### src/rtl/piano_mode_sequencer_pkg.sv
// Shared types and constants for the piano mode sequencer.
// State encodings, song codes and key-width helpers.
package piano_mode_sequencer_pkg;

   typedef enum logic [1:0] {
      ST_MENU   = 2'd0,
      ST_SELECT = 2'd1,
      ST_RUN    = 2'd2,
      ST_REMAP  = 2'd3
   } state_t;

   localparam int KEY_W     = 7;
   localparam int SONG_NONE = 0;

   function automatic int clog2_min1(input int v);
      return (v <= 1) ? 1 : $clog2(v);
   endfunction

endpackage

### src/rtl/piano_mode_sequencer_if.sv
// Board-side and engine-side signal bundle of the mode sequencer.
// master drives board/engine inputs; slave is the sequencer.
interface piano_mode_sequencer_if
   import piano_mode_sequencer_pkg::*;
#(
   parameter int N_MODES    = 4,
   parameter int NOTE_KEYS  = KEY_W,
   parameter int N_SONGS    = 2,
   parameter int DIFF_MAX   = 6,
   parameter int CLOCK_BITS = 32
);
   localparam int SONG_W = $clog2(N_SONGS + 1);
   localparam int DIFF_W = $clog2(DIFF_MAX + 1);
   localparam int IDX_W  = clog2_min1(NOTE_KEYS);

   logic                         submit;
   logic                         cancel;
   logic                         oct_up;
   logic                         oct_down;
   logic [NOTE_KEYS-1:0]         note_key;
   logic [NOTE_KEYS-1:0]         length_key;
   logic                         remap_clear;
   logic [N_MODES-1:0]           mode_buzzer;
   logic [N_MODES*NOTE_KEYS-1:0] mode_led;
   logic                         cue_buzzer;

   logic [N_MODES-1:0]           mode_en;
   logic [SONG_W-1:0]            song;
   logic [DIFF_W-1:0]            difficulty;
   logic [1:0]                   play_mod;
   logic [NOTE_KEYS-1:0]         trans_note;
   logic                         cue_req;
   logic [IDX_W-1:0]             cue_idx;
   logic [1:0]                   state;
   logic [CLOCK_BITS-1:0]        sys_clock;
   logic [NOTE_KEYS-1:0]         led;
   logic                         buzzer;

   modport master (
      output submit, cancel, oct_up, oct_down,
      output note_key, length_key, remap_clear,
      output mode_buzzer, mode_led, cue_buzzer,
      input  mode_en, song, difficulty, play_mod,
      input  trans_note, cue_req, cue_idx, state,
      input  sys_clock, led, buzzer
   );

   modport slave (
      input  submit, cancel, oct_up, oct_down,
      input  note_key, length_key, remap_clear,
      input  mode_buzzer, mode_led, cue_buzzer,
      output mode_en, song, difficulty, play_mod,
      output trans_note, cue_req, cue_idx, state,
      output sys_clock, led, buzzer
   );

endinterface

### src/rtl/piano_mode_sequencer_edge_pulse.sv
// Rising-edge detector: one registered pulse per low-to-high level change.
module edge_pulse (
   input  logic clk,
   input  logic rst_n,
   input  logic i_level,
   output logic o_pulse
);

   logic r_prev;
   logic r_pulse;

   always_ff @(posedge clk or negedge rst_n) begin
      if (!rst_n) begin
         r_prev  <= 1'b0;
         r_pulse <= 1'b0;
      end else begin
         r_prev  <= i_level;
         r_pulse <= i_level & ~r_prev;
      end
   end

   assign o_pulse = r_pulse;

endmodule

### src/rtl/piano_mode_sequencer.sv
// Top-level mode sequencer: menu FSM, song/difficulty select,
// key-remap learning, LED/buzzer mux and the system tick.
module piano_mode_sequencer
   import piano_mode_sequencer_pkg::*;
#(
   parameter int                 N_MODES    = 4,
   parameter logic [N_MODES-1:0] NEEDS_SONG = 4'b1110,
   parameter int                 NOTE_KEYS  = KEY_W,
   parameter int                 N_SONGS    = 2,
   parameter int                 DIFF_MAX   = 6,
   parameter int                 TICK_DIV   = 100000,
   parameter int                 CLOCK_BITS = 32
) (
   input logic clk,
   input logic rst_n,
   piano_mode_sequencer_if.slave bus
);

   localparam int MODE_W = clog2_min1(N_MODES);
   localparam int IDX_W  = clog2_min1(NOTE_KEYS);
   localparam int CNT_W  = $clog2(NOTE_KEYS + 1);
   localparam int SONG_W = $clog2(N_SONGS + 1);
   localparam int DIFF_W = $clog2(DIFF_MAX + 1);
   localparam int DIV_W  = clog2_min1(TICK_DIV);

   logic w_sub, w_can, w_up, w_dn;

   edge_pulse u_sub (.clk(clk), .rst_n(rst_n),
                     .i_level(bus.submit), .o_pulse(w_sub));
   edge_pulse u_can (.clk(clk), .rst_n(rst_n),
                     .i_level(bus.cancel), .o_pulse(w_can));
   edge_pulse u_up  (.clk(clk), .rst_n(rst_n),
                     .i_level(bus.oct_up), .o_pulse(w_up));
   edge_pulse u_dn  (.clk(clk), .rst_n(rst_n),
                     .i_level(bus.oct_down), .o_pulse(w_dn));

   state_t               r_state, w_next;
   logic [MODE_W-1:0]    r_mode, w_mode;
   logic [N_MODES-1:0]   r_mode_en, w_mode_en;
   logic [SONG_W-1:0]    r_song, w_song;
   logic [DIFF_W-1:0]    r_diff, w_diff;
   logic [1:0]           r_pmod, w_pmod;
   logic                 r_cue_req, w_cue_req;
   logic [IDX_W-1:0]     r_cue_idx, w_cue_idx;
   logic [CNT_W-1:0]     r_cnt, w_cnt;
   logic [NOTE_KEYS-1:0] r_mask, w_mask;
   logic [IDX_W-1:0]     r_table [NOTE_KEYS];
   logic                 w_wr_en, w_tbl_clr;
   logic [NOTE_KEYS-1:0] r_trans, w_trans;
   logic [NOTE_KEYS-1:0] r_led, w_led;
   logic                 r_buzzer, w_buzzer;
   logic [DIV_W-1:0]     r_div;
   logic [CLOCK_BITS-1:0] r_sys;

   logic             w_onehot, w_sub_ok;
   logic [IDX_W-1:0] w_idx;
   logic             w_is_mode, w_is_remap, w_is_song;
   logic             w_needs;
   logic [1:0]       w_lmod;

   // Key decode; multi-key chords never count as a selection
   always_comb begin
      w_onehot = $onehot(bus.note_key);
      w_idx    = '0;
      for (int i = 0; i < NOTE_KEYS; i++)
         if (bus.note_key[i]) w_idx = IDX_W'(i);
      w_is_mode  = 32'(w_idx) < N_MODES;
      w_is_remap = 32'(w_idx) == N_MODES;
      w_is_song  = 32'(w_idx) < N_SONGS;
      w_needs    = 1'b0;
      for (int i = 0; i < N_MODES; i++)
         if (32'(w_idx) == i) w_needs = NEEDS_SONG[i];
      w_lmod = 2'd0;
      if ($onehot(bus.length_key))
         for (int k = 0; k < 4; k++)
            if (bus.length_key[k]) w_lmod = 2'(k);
   end

   assign w_sub_ok = w_sub & ~w_can & w_onehot;

   always_ff @(posedge clk or negedge rst_n) begin
      if (!rst_n) r_state <= ST_MENU;
      else        r_state <= w_next;
   end

   always_comb begin
      w_next = r_state;
      unique case (r_state)
         ST_MENU: begin
            if (w_sub_ok && w_is_mode)
               w_next = w_needs ? ST_SELECT : ST_RUN;
            else if (w_sub_ok && w_is_remap)
               w_next = ST_REMAP;
         end
         ST_SELECT: begin
            if (w_can)
               w_next = ST_MENU;
            else if (w_sub_ok && w_is_song)
               w_next = ST_RUN;
         end
         ST_RUN: begin
            if (w_can) w_next = ST_MENU;
         end
         ST_REMAP: begin
            if (w_can || bus.remap_clear ||
                32'(r_cnt) == NOTE_KEYS)
               w_next = ST_MENU;
         end
         default: w_next = ST_MENU;
      endcase
   end

   always_comb begin
      w_mode    = r_mode;
      w_song    = r_song;
      w_diff    = r_diff;
      w_pmod    = r_pmod;
      w_cue_req = 1'b0;
      w_cue_idx = r_cue_idx;
      w_cnt     = r_cnt;
      w_mask    = r_mask;
      w_wr_en   = 1'b0;
      w_tbl_clr = 1'b0;
      unique case (r_state)
         ST_MENU: begin
            if (w_sub_ok && w_is_mode) begin
               w_mode = MODE_W'(w_idx);
               if (w_needs) w_diff = DIFF_W'(DIFF_MAX / 2);
            end else if (w_sub_ok && w_is_remap) begin
               w_cnt  = '0;
               w_mask = '0;
            end
         end
         ST_SELECT: begin
            if (w_up && !w_dn && 32'(r_diff) < DIFF_MAX)
               w_diff = r_diff + 1'b1;
            else if (w_dn && !w_up && r_diff != '0)
               w_diff = r_diff - 1'b1;
            if (w_sub_ok && w_is_song) begin
               w_song = SONG_W'(32'(w_idx) + 1);
               w_pmod = w_lmod;
            end
         end
         ST_RUN: begin
            w_mode = r_mode;
         end
         ST_REMAP: begin
            if (bus.remap_clear) begin
               w_tbl_clr = 1'b1;
            end else if (w_sub_ok && 32'(r_cnt) < NOTE_KEYS &&
                         !r_mask[w_idx]) begin
               w_wr_en        = 1'b1;
               w_mask[w_idx]  = 1'b1;
               w_cue_req      = 1'b1;
               w_cue_idx      = IDX_W'(r_cnt);
               w_cnt          = r_cnt + 1'b1;
            end
         end
         default: w_mode = r_mode;
      endcase
      if (w_can && r_state != ST_MENU) w_song = '0;
      w_mode_en = '0;
      if (w_next == ST_RUN)
         for (int i = 0; i < N_MODES; i++)
            if (32'(w_mode) == i) w_mode_en[i] = 1'b1;
   end

   // Display mux follows the current state, one cycle behind engines
   always_comb begin
      w_led    = '0;
      w_buzzer = 1'b0;
      unique case (r_state)
         ST_SELECT: begin
            for (int i = 0; i < NOTE_KEYS; i++)
               w_led[i] = (32'(r_diff) == i);
         end
         ST_RUN: begin
            for (int i = 0; i < N_MODES; i++)
               if (32'(r_mode) == i) begin
                  w_led    = bus.mode_led[i*NOTE_KEYS +: NOTE_KEYS];
                  w_buzzer = bus.mode_buzzer[i];
               end
         end
         ST_REMAP: begin
            w_led    = r_mask;
            w_buzzer = bus.cue_buzzer;
         end
         default: w_led = '0;
      endcase
      w_trans = '0;
      for (int p = 0; p < NOTE_KEYS; p++)
         for (int q = 0; q < NOTE_KEYS; q++)
            if (bus.note_key[p] && 32'(r_table[p]) == q)
               w_trans[q] = 1'b1;
   end

   always_ff @(posedge clk or negedge rst_n) begin
      if (!rst_n) begin
         r_mode    <= '0;
         r_mode_en <= '0;
         r_song    <= SONG_W'(SONG_NONE);
         r_diff    <= '0;
         r_pmod    <= '0;
         r_cue_req <= 1'b0;
         r_cue_idx <= '0;
         r_cnt     <= '0;
         r_mask    <= '0;
         r_trans   <= '0;
         r_led     <= '0;
         r_buzzer  <= 1'b0;
      end else begin
         r_mode    <= w_mode;
         r_mode_en <= w_mode_en;
         r_song    <= w_song;
         r_diff    <= w_diff;
         r_pmod    <= w_pmod;
         r_cue_req <= w_cue_req;
         r_cue_idx <= w_cue_idx;
         r_cnt     <= w_cnt;
         r_mask    <= w_mask;
         r_trans   <= w_trans;
         r_led     <= w_led;
         r_buzzer  <= w_buzzer;
      end
   end

   always_ff @(posedge clk or negedge rst_n) begin
      if (!rst_n) begin
         for (int i = 0; i < NOTE_KEYS; i++)
            r_table[i] <= IDX_W'(i);
      end else if (w_tbl_clr) begin
         for (int i = 0; i < NOTE_KEYS; i++)
            r_table[i] <= IDX_W'(i);
      end else if (w_wr_en) begin
         r_table[w_idx] <= IDX_W'(r_cnt);
      end
   end

   always_ff @(posedge clk or negedge rst_n) begin
      if (!rst_n) begin
         r_div <= '0;
         r_sys <= '0;
      end else if (32'(r_div) == TICK_DIV - 1) begin
         r_div <= '0;
         r_sys <= r_sys + 1'b1;
      end else begin
         r_div <= r_div + 1'b1;
      end
   end

   assign bus.mode_en    = r_mode_en;
   assign bus.song       = r_song;
   assign bus.difficulty = r_diff;
   assign bus.play_mod   = r_pmod;
   assign bus.trans_note = r_trans;
   assign bus.cue_req    = r_cue_req;
   assign bus.cue_idx    = r_cue_idx;
   assign bus.state      = r_state;
   assign bus.sys_clock  = r_sys;
   assign bus.led        = r_led;
   assign bus.buzzer     = r_buzzer;

endmodule

### src/flat_wrapper.sv
// flat-port wrapper written by rule: the top's interface ports become plain ports
module piano_mode_sequencer_flat import piano_mode_sequencer_pkg::*;
#(
   parameter int                 N_MODES    = 4,
   parameter logic [N_MODES-1:0] NEEDS_SONG = 4'b1110,
   parameter int                 NOTE_KEYS  = KEY_W,
   parameter int                 N_SONGS    = 2,
   parameter int                 DIFF_MAX   = 6,
   parameter int                 TICK_DIV   = 100000,
   parameter int                 CLOCK_BITS = 32
)
  (clk, rst_n, bus_submit, bus_cancel, bus_oct_up, bus_oct_down, bus_note_key, bus_length_key, bus_remap_clear, bus_mode_buzzer, bus_mode_led, bus_cue_buzzer, bus_mode_en, bus_song, bus_difficulty, bus_play_mod, bus_trans_note, bus_cue_req, bus_cue_idx, bus_state, bus_sys_clock, bus_led, bus_buzzer);
  piano_mode_sequencer_if #(.N_MODES(N_MODES), .NOTE_KEYS(NOTE_KEYS), .N_SONGS(N_SONGS), .DIFF_MAX(DIFF_MAX), .CLOCK_BITS(CLOCK_BITS)) bus_i ();
  input logic clk;
  input logic rst_n;
  input wire logic [$bits(bus_i.submit)-1:0] bus_submit;
  input wire logic [$bits(bus_i.cancel)-1:0] bus_cancel;
  input wire logic [$bits(bus_i.oct_up)-1:0] bus_oct_up;
  input wire logic [$bits(bus_i.oct_down)-1:0] bus_oct_down;
  input wire logic [$bits(bus_i.note_key)-1:0] bus_note_key;
  input wire logic [$bits(bus_i.length_key)-1:0] bus_length_key;
  input wire logic [$bits(bus_i.remap_clear)-1:0] bus_remap_clear;
  input wire logic [$bits(bus_i.mode_buzzer)-1:0] bus_mode_buzzer;
  input wire logic [$bits(bus_i.mode_led)-1:0] bus_mode_led;
  input wire logic [$bits(bus_i.cue_buzzer)-1:0] bus_cue_buzzer;
  output wire logic [$bits(bus_i.mode_en)-1:0] bus_mode_en;
  output wire logic [$bits(bus_i.song)-1:0] bus_song;
  output wire logic [$bits(bus_i.difficulty)-1:0] bus_difficulty;
  output wire logic [$bits(bus_i.play_mod)-1:0] bus_play_mod;
  output wire logic [$bits(bus_i.trans_note)-1:0] bus_trans_note;
  output wire logic [$bits(bus_i.cue_req)-1:0] bus_cue_req;
  output wire logic [$bits(bus_i.cue_idx)-1:0] bus_cue_idx;
  output wire logic [$bits(bus_i.state)-1:0] bus_state;
  output wire logic [$bits(bus_i.sys_clock)-1:0] bus_sys_clock;
  output wire logic [$bits(bus_i.led)-1:0] bus_led;
  output wire logic [$bits(bus_i.buzzer)-1:0] bus_buzzer;
  assign bus_i.submit = bus_submit;
  assign bus_i.cancel = bus_cancel;
  assign bus_i.oct_up = bus_oct_up;
  assign bus_i.oct_down = bus_oct_down;
  assign bus_i.note_key = bus_note_key;
  assign bus_i.length_key = bus_length_key;
  assign bus_i.remap_clear = bus_remap_clear;
  assign bus_i.mode_buzzer = bus_mode_buzzer;
  assign bus_i.mode_led = bus_mode_led;
  assign bus_i.cue_buzzer = bus_cue_buzzer;
  assign bus_mode_en = bus_i.mode_en;
  assign bus_song = bus_i.song;
  assign bus_difficulty = bus_i.difficulty;
  assign bus_play_mod = bus_i.play_mod;
  assign bus_trans_note = bus_i.trans_note;
  assign bus_cue_req = bus_i.cue_req;
  assign bus_cue_idx = bus_i.cue_idx;
  assign bus_state = bus_i.state;
  assign bus_sys_clock = bus_i.sys_clock;
  assign bus_led = bus_i.led;
  assign bus_buzzer = bus_i.buzzer;
  piano_mode_sequencer #(.N_MODES(N_MODES), .NEEDS_SONG(NEEDS_SONG), .NOTE_KEYS(NOTE_KEYS), .N_SONGS(N_SONGS), .DIFF_MAX(DIFF_MAX), .TICK_DIV(TICK_DIV), .CLOCK_BITS(CLOCK_BITS)) u_core (.clk(clk), .rst_n(rst_n), .bus(bus_i));
endmodule
### config.mk
export PLATFORM = sky130hd
export DESIGN_NAME = piano_mode_sequencer_flat
export DESIGN_NICKNAME = d
export VERILOG_FILES = /design/src/rtl/piano_mode_sequencer_pkg.sv /design/src/rtl/piano_mode_sequencer_if.sv /design/src/rtl/piano_mode_sequencer_edge_pulse.sv /design/src/rtl/piano_mode_sequencer.sv /design/src/flat_wrapper.sv
export SDC_FILE = /design/constraint.sdc
export NUM_CORES = 1
export LEC_CHECK = 0
export ABC_AREA = 0
export CORE_MARGIN = 1
export CORE_UTILIZATION = 45
export CTS_CLUSTER_SIZE = 28
export DETAILED_ROUTE_END_ITERATION = 16
export PLACE_DENSITY_LB_ADDON = 0.25
export SYNTH_ARGS = -nofsm -noshare
export SYNTH_HDL_FRONTEND = slang
export SYNTH_HIERARCHICAL = 1
export SYNTH_SLANG_ARGS = --single-unit
### constraint.sdc
create_clock -name clk -period 3.6 [get_ports clk]
set_input_delay 0.72 -clock clk [delete_from_list [all_inputs] [get_ports clk]]
set_output_delay 0.72 -clock clk [all_outputs]
set_load 0.1 [all_outputs]
==> results.md <==
* Status: finished, violations left
* Violated checks: setup timing
* Headroom to the max-slew limit at 0.313
* GRT Overall Usage at 0.241
* Synthesized area per cell at 10.6 sq um
* Num ports at 118
* Clock Power Share at 0.442
* Crit path launch type: input pin
* Layout net count at between 800 and 900
* Final wirelength at 17000 microns
* Critical Path Source: bus_note_key[0]
* RSZ-0062 raised after global routing: yes
* Final Cycle Share at 1.21
* Pins Over Slew Limit at 0
* Setup Crit Path Kind: input pin to flip-flop
* GPL Wtd Cong at slightly below 0.9
* Core ar. at roughly 14000 sq um
* Pin count of the biggest net entering global routing at 81
* CP required at 3.89 ns
* Synth Warn # at 6
* Syn nets at 700
* R2R Path Start: u_core/bus.state[0]
* Synth top area share at 0.428
* Post-synth EDFFs at 0
* Worst setup EP type: flip-flop
* Pwr per Cell Area at between 400 and 500 nW/um^2
* Peak VDD IR at around 0.25 mV
* Ys async rst share at 1.00
* Ys flop type: dfrtp_1
* Die footprint at 15200 sq um
* CTS root buf: clkbuf_16
* First-pass GRT wire length at 27700 microns
* Seq/Total Area, Yosys at 0.464
* Synth area leaders: dfrtp_1 43%, xnor2_1 4.6%, nand2_1 3.7%
* First-pass DRT Iterations at 5
* Initial DRC count at 496
* Final worst slack at -0.745 ns
* Min-Delay Path Class: input pin to async pin
* Clock Skews at approximately 0.007 ns
* Utilization after layout at 0.654
* Die Y at 123 microns
* Total gr overflow at 0
* Internal at 0.00303 W
* Worst EP arrival at 4.64 ns
* R2R cell count at 6
* Total net switching power at 0.00122 W
* Sw frac at 0.286
* Number of I/O port buffers at between 100 and 150
* H-tree levels at 4
* Initial Util at 0.469
* Insertion delay to the later sink of the worst-skew pair at 0.41 ns
* Max Clk Rate at roughly 0.23 GHz
* Total power at between 0.004 and 0.005 W
* Top post-synthesis cells by count: 113 x dfrtp_1, 66 x nand2_1, 35 x xnor2_1, 32 x inv_1, 32 x nand3_1
* Tightest Pin Transition at 1.03 ns
* Pre-CTS WS at -1.52 ns
* Maxcap violations at 0
* TritonCTS Buffers at 17
* CTS Sinks at 122
* Post-route DRC at 0
* Multi-input logic area at around 3500 sq um
* Flop pwr share at 0.360
* R2R Setup Slk at 0.81 ns
* Initial antenna violation count at 0
* FF/Latch Area at around 3100 sq um
* Crit-path max FO at 7
* Synth area leader: dfrtp_1
* Drt via density at 5.61
* Yosys reg bits at 122
* Via count at 5496
* Synthesized cell area at 6610 sq um
* Post-Place Cell Area at 8260 sq um
* Final hold vios at 0
* CTS tree: yes
* Average routed wire per standard cell at 17.3 microns
* Synth Instances at 625
* Post-DP HPWL at 12200 microns
* Synthesis-to-layout area growth at 39.4%
* N_diodes at 0
* Vias in the first global route at about 5600
* Crit path capture: u_core/bus.cue_idx[2]
* Combinational power share at 0.198
* Die Width at ~120 microns
* Final setup viols at 50
* Filler Cell Count at 1100
* Most frequent cell after synthesis: dfrtp_1
* Final Cell Area at 9220 sq um
* Max Buffers Root-to-Sink at 2
* Leakage at 4.03 nW
* Antenna viol nets, final at 0
* Layout cells sized above 1 at 0.209
* FF-to-FF End: u_core/bus.cue_idx[2]
* Clk pin slew, worst setup/hold paths at 0.05 ns
* Core Rows at 43
* Final Critical Period at 4.34 ns
* Synth unique cells at 70
## through the flow
step | std cells | TNS (ns) | hold slack (ns)
2_1_floorplan | 625 | -34.86 | 0.424
3_3_place_gp | 933 | -64.92 | 0.430
3_5_place_dp | 933 | -67.59 | 0.435
4_1_cts | 973 | -32.21 | 0.322
5_1_grt | 980 | -35.02 | 0.347
6_report | 980 | -29.62 | 0.299
## state kept, by name, indices dropped and copies added (netlist names), 2 cells and up
signal / count
u_core/bus.led: 7
u_core/bus.sys_clock: 32
u_core/bus.trans_note: 7
u_core/bus.state: 2
u_core/r_table: 21
u_core/r_mask: 7
u_core/r_cnt: 3
u_core/bus.difficulty: 3
u_core/bus.cue_idx: 3
u_core/r_div: 17
u_core/bus.mode_en: 4
u_core/r_mode: 2
u_core/bus.play_mod: 2
u_core/bus.song: 2
## worst max-delay path: stages
cell	delay [ns]
buf_8	0.08
inv_4	0.03
fa_1	0.56
fa_1	0.44
fa_2	0.35
inv_2	0.06
fa_1	0.41
or4b_4	0.52
or4_4	0.46
buf_4	0.16
a211oi_4	0.24
and2b_2	0.30
mux2_4	0.32
## area by class of cell
| class | count | share of cell area |
|---|---|---|
| well taps | 180 | 0.0244 |
| inverters | 33 | 0.0140 |
| flip-flops and latches | 122 | 0.333 |
| repair buffers | 169 | 0.178 |
| clock buffers | 21 | 0.0511 |
| multi-input cells | 445 | 0.380 |
| clock inverters | 10 | 0.0205 |
## repair_timing
action | 4_1_cts | 5_1_grt
hold buffers | 0 | 0
pin swaps | 14 | 12
gates resized for setup | 35 | 18
buffers inserted | 9 | 7
setup endpoints to repair | 50 | 50
## power groups by stage
stage,Combinational [W],Clock (W),Sequential [W]
after CTS,0.000840,0.00192,0.00153
after detailed placement,0.000827,0,0.00155
final,0.000841,0.00188,0.00153
after global placement,0.000808,0,0.00155
after floorplan,0.000318,0,0.00178
after global routing,0.000905,0.00198,0.00154
## placed cells by master (no fill, tap or decap), drive strengths merged, types with 9 or more instances in the layout
cell           Yosys  final
clkbuf            16     21
nand3             32     32
dfrtp            113    113
xnor2             35     35
inv               32     33
nand4             19     19
ha                13     13
buf                9     60
nor2              30     30
nor3              25     25
nor3b             15     15
xor2              10     10
clkdlybuf4s50      0    109
a21oi              9      9
nand2             66     66
nor4              16     16
mux2i             22     22
nor2b             12     12
o21ai             14     14
nand2b             9      9
dfstp              9      9
## routing by layer
metal / track usage / wire length (microns) / part of all wire
met1: 0.306 / 7340 / 0.43
met4: 0.0911 / 269 / 0.016
met5: 0 / 0 / 0
met2: 0.402 / 8410 / 0.50
met3: 0.0494 / 963 / 0.057
## cells by family after synthesis
group | count (synthesis) | synth area share
xor gates and xnor gates | 45 | 0.0596
muxes | 37 | 0.0725
adders and majority gates | 21 | 0.0488
AOI/OAI and AO/OA | 75 | 0.0829
DFF | 122 | 0.464
and+or+nand+nor | 267 | 0.237
buffers and inverters | 58 | 0.0358
## worst min-delay path by stage
stage	start	cells after the start	to	slack, ns
after global placement	u_core/u_can/r_prev	1	u_core/u_can/o_pulse	0.43
after CTS	rst_n	1	u_core/bus.led[0]	0.32
after global routing	rst_n	1	u_core/bus.led[0]	0.35
after floorplan	rst_n	0	u_core/bus.buzzer	0.42
final	rst_n	1	u_core/bus.led[0]	0.30
after detailed placement	u_core/u_sub/r_prev	1	u_core/u_sub/o_pulse	0.44
Note: power is estimated with default switching activity, not from simulation.
